### config.mk
export PLATFORM = sky130hd
export DESIGN_NAME = anu_fifo_sync_flat
export DESIGN_NICKNAME = d
export VERILOG_FILES = /design/src/rtl/anu_fifo_pkg.sv /design/src/rtl/anu_fifo_sync_if.sv /design/src/rtl/anu_fifo_mem.sv /design/src/rtl/anu_fifo_sync.sv /design/src/flat_wrapper.sv
export SDC_FILE = /design/constraint.sdc
export NUM_CORES = 1
export LEC_CHECK = 0
export BUFFER_PORTS_ARGS = -buffer_cell sky130_fd_sc_hd__clkbuf_2
export CORE_MARGIN = 10
export CORE_UTILIZATION = 30
export DETAILED_ROUTE_END_ITERATION = 10
export GPL_ROUTABILITY_DRIVEN = 1
export PLACE_DENSITY = 0.47
export REMOVE_ABC_BUFFERS = 1
export SYNTH_ARGS = -nofsm -noshare
export SYNTH_HDL_FRONTEND = slang
export SYNTH_HIERARCHICAL = 1
export SYNTH_SLANG_ARGS = --single-unit
export TNS_END_PERCENT = 20
### constraint.sdc
create_clock -name clk -period 4.05 [get_ports clk]
set_input_delay 0.2025 -clock clk [delete_from_list [all_inputs] [get_ports clk]]
set_output_delay 0.2025 -clock clk [all_outputs]
set_load 0.005 [all_outputs]
### src/rtl/anu_fifo_pkg.sv
// Shared definitions for the anu_fifo_sync buffering stage.
//   clog2_safe  : ceil(log2(n)), never below 1, so a pointer always has at least one bit.
//   cnt_width   : bits needed to hold an occupancy of 0..depth inclusive.
//   DEFAULT_*   : widths for the default 16-entry configuration.
package anu_fifo_pkg;

  function automatic int unsigned clog2_safe(input int unsigned n);
    return (n <= 2) ? 1 : $clog2(n);
  endfunction

  function automatic int unsigned cnt_width(input int unsigned depth);
    return $clog2(depth + 1);
  endfunction

  localparam int unsigned DEFAULT_DEPTH = 16;
  localparam int unsigned DEFAULT_PTR_W = clog2_safe(DEFAULT_DEPTH);
  localparam int unsigned DEFAULT_CNT_W = cnt_width(DEFAULT_DEPTH);

endpackage

### src/rtl/anu_fifo_sync_if.sv
// Handshake/status bundle between a FIFO client and anu_fifo_sync.
//   master : the client; drives wr_en, wr_data, rd_en, clr_err and observes the rest.
//   slave  : the FIFO; drives rd_data, rd_valid, full, empty, almost_full, almost_empty,
//            count, overflow and underflow.
interface anu_fifo_sync_if
  import anu_fifo_pkg::*;
#(
  parameter int unsigned DATA_W = 8,
  parameter int unsigned DEPTH  = 16
);
  localparam int unsigned CNT_W = cnt_width(DEPTH);

  logic              wr_en;
  logic [DATA_W-1:0] wr_data;
  logic              rd_en;
  logic              clr_err;
  logic [DATA_W-1:0] rd_data;
  logic              rd_valid;
  logic              full;
  logic              empty;
  logic              almost_full;
  logic              almost_empty;
  logic [CNT_W-1:0]  count;
  logic              overflow;
  logic              underflow;

  modport master (
    output wr_en, wr_data, rd_en, clr_err,
    input  rd_data, rd_valid, full, empty, almost_full, almost_empty, count,
           overflow, underflow
  );

  modport slave (
    input  wr_en, wr_data, rd_en, clr_err,
    output rd_data, rd_valid, full, empty, almost_full, almost_empty, count,
           overflow, underflow
  );

endinterface

### src/rtl/anu_fifo_mem.sv
// DEPTH x DATA_W register file: one synchronous write port, one asynchronous read port.
// Contents are deliberately not reset.
//   clk   : write clock
//   we    : write enable
//   waddr : write address
//   wdata : write data
//   raddr : read address
//   rdata : combinational read data at raddr
module anu_fifo_mem
  import anu_fifo_pkg::*;
#(
  parameter int unsigned DATA_W = 8,
  parameter int unsigned DEPTH  = 16,
  localparam int unsigned PTR_W = clog2_safe(DEPTH)
) (
  input  logic              clk,
  input  logic              we,
  input  logic [PTR_W-1:0]  waddr,
  input  logic [DATA_W-1:0] wdata,
  input  logic [PTR_W-1:0]  raddr,
  output logic [DATA_W-1:0] rdata
);

  logic [DATA_W-1:0] mem_q [DEPTH];

  always_ff @(posedge clk) begin
    if (we) begin
      mem_q[waddr] <= wdata;
    end
  end

  assign rdata = mem_q[raddr];

endmodule

### src/rtl/anu_fifo_sync.sv
// Parametrised single-clock FIFO with occupancy count, almost-full/almost-empty thresholds,
// sticky overflow/underflow flags and selectable registered or first-word-fall-through read.
//   clk : clock, all state updates on the rising edge
//   rst : synchronous active-high reset
//   bus : slave side of anu_fifo_sync_if
//         in  wr_en/wr_data  write request and data
//         in  rd_en          read/pop request
//         in  clr_err        clears the sticky error flags
//         out rd_data/rd_valid, full, empty, almost_full, almost_empty, count,
//             overflow, underflow
module anu_fifo_sync
  import anu_fifo_pkg::*;
#(
  parameter int unsigned DATA_W    = 8,
  parameter int unsigned DEPTH     = 16,
  parameter int unsigned AFULL_TH  = DEPTH - 2,
  parameter int unsigned AEMPTY_TH = 2,
  parameter bit          FWFT      = 1'b0
) (
  input logic            clk,
  input logic            rst,
  anu_fifo_sync_if.slave bus
);

  localparam int unsigned PTR_W = clog2_safe(DEPTH);
  localparam int unsigned CNT_W = cnt_width(DEPTH);

  localparam logic [CNT_W-1:0] DEPTH_C     = CNT_W'(DEPTH);
  localparam logic [CNT_W-1:0] AFULL_TH_C  = CNT_W'(AFULL_TH);
  localparam logic [CNT_W-1:0] AEMPTY_TH_C = CNT_W'(AEMPTY_TH);

  // Elaboration-time parameter sanity checks.
  if (DATA_W < 1) begin : gen_bad_data_w
    $error("anu_fifo_sync: DATA_W must be at least 1");
  end
  if ((DEPTH < 2) || ((DEPTH & (DEPTH - 1)) != 0)) begin : gen_bad_depth
    $error("anu_fifo_sync: DEPTH must be a power of two and at least 2");
  end
  if (!((AEMPTY_TH < AFULL_TH) && (AFULL_TH <= DEPTH))) begin : gen_bad_thresholds
    $error("anu_fifo_sync: thresholds must satisfy AEMPTY_TH < AFULL_TH <= DEPTH");
  end

  logic [PTR_W-1:0]  wr_ptr_q, wr_ptr_d;
  logic [PTR_W-1:0]  rd_ptr_q, rd_ptr_d;
  logic [CNT_W-1:0]  count_q, count_d;
  logic              overflow_q, overflow_d;
  logic              underflow_q, underflow_d;
  logic              full, empty;
  logic              rd_acc, wr_acc;
  logic              mem_we;
  logic [DATA_W-1:0] mem_rdata;

  // Status decodes look only at the registered count, never at this cycle's requests.
  assign full  = (count_q == DEPTH_C);
  assign empty = (count_q == '0);

  // A read frees a slot in the same cycle, so a full FIFO can still take a write alongside it.
  // The converse does not hold: a write into an empty FIFO cannot be read back the same cycle.
  assign rd_acc = bus.rd_en && !empty;
  assign wr_acc = bus.wr_en && (!full || rd_acc);

  // Suppress the write while in reset so an in-flight write leaves no trace.
  assign mem_we = wr_acc && !rst;

  anu_fifo_mem #(
    .DATA_W (DATA_W),
    .DEPTH  (DEPTH)
  ) u_mem (
    .clk   (clk),
    .we    (mem_we),
    .waddr (wr_ptr_q),
    .wdata (bus.wr_data),
    .raddr (rd_ptr_q),
    .rdata (mem_rdata)
  );

  always_comb begin
    wr_ptr_d = wr_acc ? wr_ptr_q + 1'b1 : wr_ptr_q;
    rd_ptr_d = rd_acc ? rd_ptr_q + 1'b1 : rd_ptr_q;

    count_d = count_q;
    unique case ({wr_acc, rd_acc})
      2'b10:   count_d = count_q + 1'b1;
      2'b01:   count_d = count_q - 1'b1;
      default: count_d = count_q;
    endcase

    // Setting beats clearing when both happen in the same cycle.
    overflow_d  = (bus.wr_en && !wr_acc) || (overflow_q && !bus.clr_err);
    underflow_d = (bus.rd_en && !rd_acc) || (underflow_q && !bus.clr_err);
  end

  always_ff @(posedge clk) begin
    if (rst) begin
      wr_ptr_q    <= '0;
      rd_ptr_q    <= '0;
      count_q     <= '0;
      overflow_q  <= 1'b0;
      underflow_q <= 1'b0;
    end else begin
      wr_ptr_q    <= wr_ptr_d;
      rd_ptr_q    <= rd_ptr_d;
      count_q     <= count_d;
      overflow_q  <= overflow_d;
      underflow_q <= underflow_d;
    end
  end

  if (FWFT) begin : gen_fwft
    // Head entry is presented combinationally; rd_acc just advances past it.
    assign bus.rd_data  = mem_rdata;
    assign bus.rd_valid = !empty;
  end else begin : gen_registered
    logic [DATA_W-1:0] rd_data_q;
    logic              rd_valid_q;

    always_ff @(posedge clk) begin
      if (rst) begin
        rd_data_q  <= '0;
        rd_valid_q <= 1'b0;
      end else begin
        rd_valid_q <= rd_acc;
        if (rd_acc) begin
          rd_data_q <= mem_rdata;
        end
      end
    end

    assign bus.rd_data  = rd_data_q;
    assign bus.rd_valid = rd_valid_q;
  end

  assign bus.full         = full;
  assign bus.empty        = empty;
  assign bus.almost_full  = (count_q >= AFULL_TH_C);
  assign bus.almost_empty = (count_q <= AEMPTY_TH_C);
  assign bus.count        = count_q;
  assign bus.overflow     = overflow_q;
  assign bus.underflow    = underflow_q;

endmodule

### src/flat_wrapper.sv
// flat-port wrapper written by rule: the top's interface ports become plain ports
module anu_fifo_sync_flat import anu_fifo_pkg::*;
#(
  parameter int unsigned DATA_W    = 8,
  parameter int unsigned DEPTH     = 16,
  parameter int unsigned AFULL_TH  = DEPTH - 2,
  parameter int unsigned AEMPTY_TH = 2,
  parameter bit          FWFT      = 1'b0
)
  (clk, rst, bus_wr_en, bus_wr_data, bus_rd_en, bus_clr_err, bus_rd_data, bus_rd_valid, bus_full, bus_empty, bus_almost_full, bus_almost_empty, bus_count, bus_overflow, bus_underflow);
  anu_fifo_sync_if #(.DATA_W(DATA_W), .DEPTH(DEPTH)) bus_i ();
  input logic clk;
  input logic rst;
  input wire logic [$bits(bus_i.wr_en)-1:0] bus_wr_en;
  input wire logic [$bits(bus_i.wr_data)-1:0] bus_wr_data;
  input wire logic [$bits(bus_i.rd_en)-1:0] bus_rd_en;
  input wire logic [$bits(bus_i.clr_err)-1:0] bus_clr_err;
  output wire logic [$bits(bus_i.rd_data)-1:0] bus_rd_data;
  output wire logic [$bits(bus_i.rd_valid)-1:0] bus_rd_valid;
  output wire logic [$bits(bus_i.full)-1:0] bus_full;
  output wire logic [$bits(bus_i.empty)-1:0] bus_empty;
  output wire logic [$bits(bus_i.almost_full)-1:0] bus_almost_full;
  output wire logic [$bits(bus_i.almost_empty)-1:0] bus_almost_empty;
  output wire logic [$bits(bus_i.count)-1:0] bus_count;
  output wire logic [$bits(bus_i.overflow)-1:0] bus_overflow;
  output wire logic [$bits(bus_i.underflow)-1:0] bus_underflow;
  assign bus_i.wr_en = bus_wr_en;
  assign bus_i.wr_data = bus_wr_data;
  assign bus_i.rd_en = bus_rd_en;
  assign bus_i.clr_err = bus_clr_err;
  assign bus_rd_data = bus_i.rd_data;
  assign bus_rd_valid = bus_i.rd_valid;
  assign bus_full = bus_i.full;
  assign bus_empty = bus_i.empty;
  assign bus_almost_full = bus_i.almost_full;
  assign bus_almost_empty = bus_i.almost_empty;
  assign bus_count = bus_i.count;
  assign bus_overflow = bus_i.overflow;
  assign bus_underflow = bus_i.underflow;
  anu_fifo_sync #(.DATA_W(DATA_W), .DEPTH(DEPTH), .AFULL_TH(AFULL_TH), .AEMPTY_TH(AEMPTY_TH), .FWFT(FWFT)) u_core (.clk(clk), .rst(rst), .bus(bus_i));
endmodule
==> flow_summary.ini <==
[clock_tree]
numCtsBuffers = 17
clk_path_buf_depth = 2
cts_max_level = 4
cts_resized = 0
clk_latency_ns = 0.42
cts.clk_slew.worst_paths_ns = 0.06
root_buffer = clkbuf_16
cts_hold_buf = 0
cts_sinks = 152
cts_setup_buffers = 0
cts_tree = built

[timing]
min_period_ns = 3.32
fin_crit_sh = 0.821
setup_viol = 0
fmax_mhz = 301
tightest_slew_ns = 1.00
fin_skew_ns = 0.00689
tns_ns = 0
relSlewSlack = 0.328
hold_viol_final = 0
rsz0062_at_grt = false
drv_slew = 0

[logic_synthesis]
yosysWarnings = 6
ys_ff_latch = 152
postSynth.asyncResetShare = 0
synth_area_per_cell_sq_um = 17.9
synth_enable_flop_cells = 128
synthFlopType = edfxtp_1
ys_seq_area_frac = 0.706
ys_types = 40
synth_area_sq_um = 6120
synth_cells = 343

[floorplanning]
die_area_sq_um = 26500
placementRows = 52
initial_utilization = 0.304
fp.dieH_microns = 163
io_pins = 33
core_area_sq_um = 20200
fp.dieW_microns = 163

[finish]
n_fill_cell = 1915
seq_area_sq_um = 4330
drive_gt1_frac = 0.232
multiInputGateArea_sq_um = 1660
instances_no_fill = 666
antenna_cells = 0
syn_to_final_growth_pct = 16.9
final_nets = 403

[detailed_routing]
drc = 0
antenna_left = 0
routed_via_density = 4.68
wl_per_cell_microns = 19.2
drtPass1Iterations = 4
wirelength_mm = 12.8
vias = 3117
drt_iter0_drc = 142

[setup_path]
start_kind = flop
reg2regPathDepth = 9
required_ns = 4.36
cp.arrival_ns = 3.63
crit_fanout = 8
critical_path_class = reg -> reg
cp-end-kind = flop
r2r_slack_ns = 0.73

[global_routing]
grt_max_degree = 36
track_usage = 0.0998
grt_pass1_wl_mm = 19.8
grt_remaining_overflow = 0
grt_pass1_vias = 3311
antenna_found_initial = 0

[run]
max_cap_violations = 0

[hold_path]
holdPathStages = 3
min_path_type = in -> reg

[run_status]
outcome = finished, final reports clean

[pwr]
p_per_area_nw_per_um2 = 597
leakagePower_nw = 2.44
peakVddDrop_mv = 0.258

[placed_design]
gp_congestion = 0.739
port_buffers = 32
post-dp-hpwl_mm = 8.24
dp_cells = 634
-- layer usage --
| metal | track usage | vias up | wire, microns |
|---|---|---|---|
| li1 | - | 1447 | - |
| met1 | 0.130 | 1595 | 5900 |
| met4 | 0.0295 | 0 | 135 |
| met5 | 0 | - | 0 |
| met2 | 0.156 | 66 | 6060 |
| met3 | 0.0316 | 9 | 666 |
-- cell type report --
cell class,count,area share
Sequential cell,152,0.605
Multi-Input combinational cell,169,0.232
Clock buffer,18,0.0600
Tap cell,270,0.0472
Timing Repair Buffer,37,0.0294
Clock inverter,14,0.0241
Inverter,6,0.00315
-- power breakdown --
group          internal [mW]  switching (mW)
logic                  0.371           0.393
registers               1.78           0.128
clock network          0.975           0.630
-- stage by stage --
| step | total power, mW | hold slack (ns) | setup slack [ns] | area (sq um) | utilization |
|---|---|---|---|---|---|
| global route | 4.48 | 0.131 | 0.569 | 7160 | 0.355 |
| CTS | 4.33 | 0.0934 | 0.722 | 7160 | 0.355 |
| floorplan | 2.42 | 0.272 | 1.00 | 6000 | - |
| finish | 4.27 | 0.115 | 0.726 | 7160 | 0.355 |
| global placement | 2.71 | 0.496 | 0.820 | 6560 | 0.325 |
| detailed placement | 2.71 | 0.497 | 0.742 | 6560 | 0.325 |
-- cells by family (layout without fill, tap and decap cells) --
kind of cell / Yosys count / after routing / share of synthesized area
XOR/XNOR: 7 / 7 / 0.0100
multiplexers: 44 / 44 / 0.146
adder cells (fa/ha/maj): 7 / 7 / 0.0155
buffers and inverters: 22 / 75 / 0.0239
AND/OR/NAND/NOR: 80 / 80 / 0.0586
AO/OA/AOI/OAI: 31 / 31 / 0.0396
flip-flops: 152 / 152 / 0.706
-- critical path, cell delays in order, from the launching register on --
cell	delay (ns)
dfxtp_1	0.36
or4_1	0.73
o31ai_4	0.40
ha_1	0.33
inv_1	0.10
fa_1	0.42
nand2b_1	0.16
a21oi_1	0.16
mux2i_1	0.21
mux2_2	0.34
-- flip-flops by register name, summed over array words and instances, names as in the netlist --
register	cells
u_core/bus.rd_data	8
u_core/u_mem/mem_q	128
u_core/rd_ptr_q	4
u_core/bus.overflow	1
u_core/bus.rd_valid	1
u_core/bus.count	5
u_core/bus.underflow	1
u_core/wr_ptr_q	4
-- placed cells by master (no fill, tap or decap), drive strengths merged, types with 2 or more instances in the layout --
cell,count
nand3b,2
a22oi,18
o21ai,2
nand2,11
mux2i,11
xor2,7
ha,6
inv,9
dfxtp,24
nor2,46
nand3,3
o211ai,2
or3,2
buf,5
nor3,5
edfxtp,128
bufinv,3
mux4,32
clkinv,7
a21oi,5
nand2b,3
clkbuf,50
-- worst paths after layout --
kind / to / startpoint
max: u_core/bus.count[4] / u_core/bus.count[0]
min: u_core/bus.overflow / bus_wr_en
max reg2reg: u_core/bus.count[4] / u_core/bus.count[0]
min reg2reg: u_core/bus.rd_data[6] / u_core/bus.rd_data[6]
-- synth_stat cells, drive strengths merged, types with 2 or more instances --
master | instances | area share
ha | 6 | 0.012
a21oi | 5 | 0.0041
o21ai | 2 | 0.0035
inv | 6 | 0.0037
nor3 | 5 | 0.0041
mux4 | 32 | 0.13
clkbuf | 4 | 0.0025
a22oi | 18 | 0.022
dfxtp | 24 | 0.078
o211ai | 2 | 0.0025
edfxtp | 128 | 0.63
clkdlybuf4s25 | 3 | 0.0049
nand3 | 3 | 0.0025
buf | 9 | 0.013
or3 | 2 | 0.0020
mux2i | 11 | 0.018
xor2 | 7 | 0.010
nor2 | 46 | 0.028
nand3b | 2 | 0.0025
nand2 | 11 | 0.0067
nand2b | 3 | 0.0031
(Power assumes the default switching activity.)
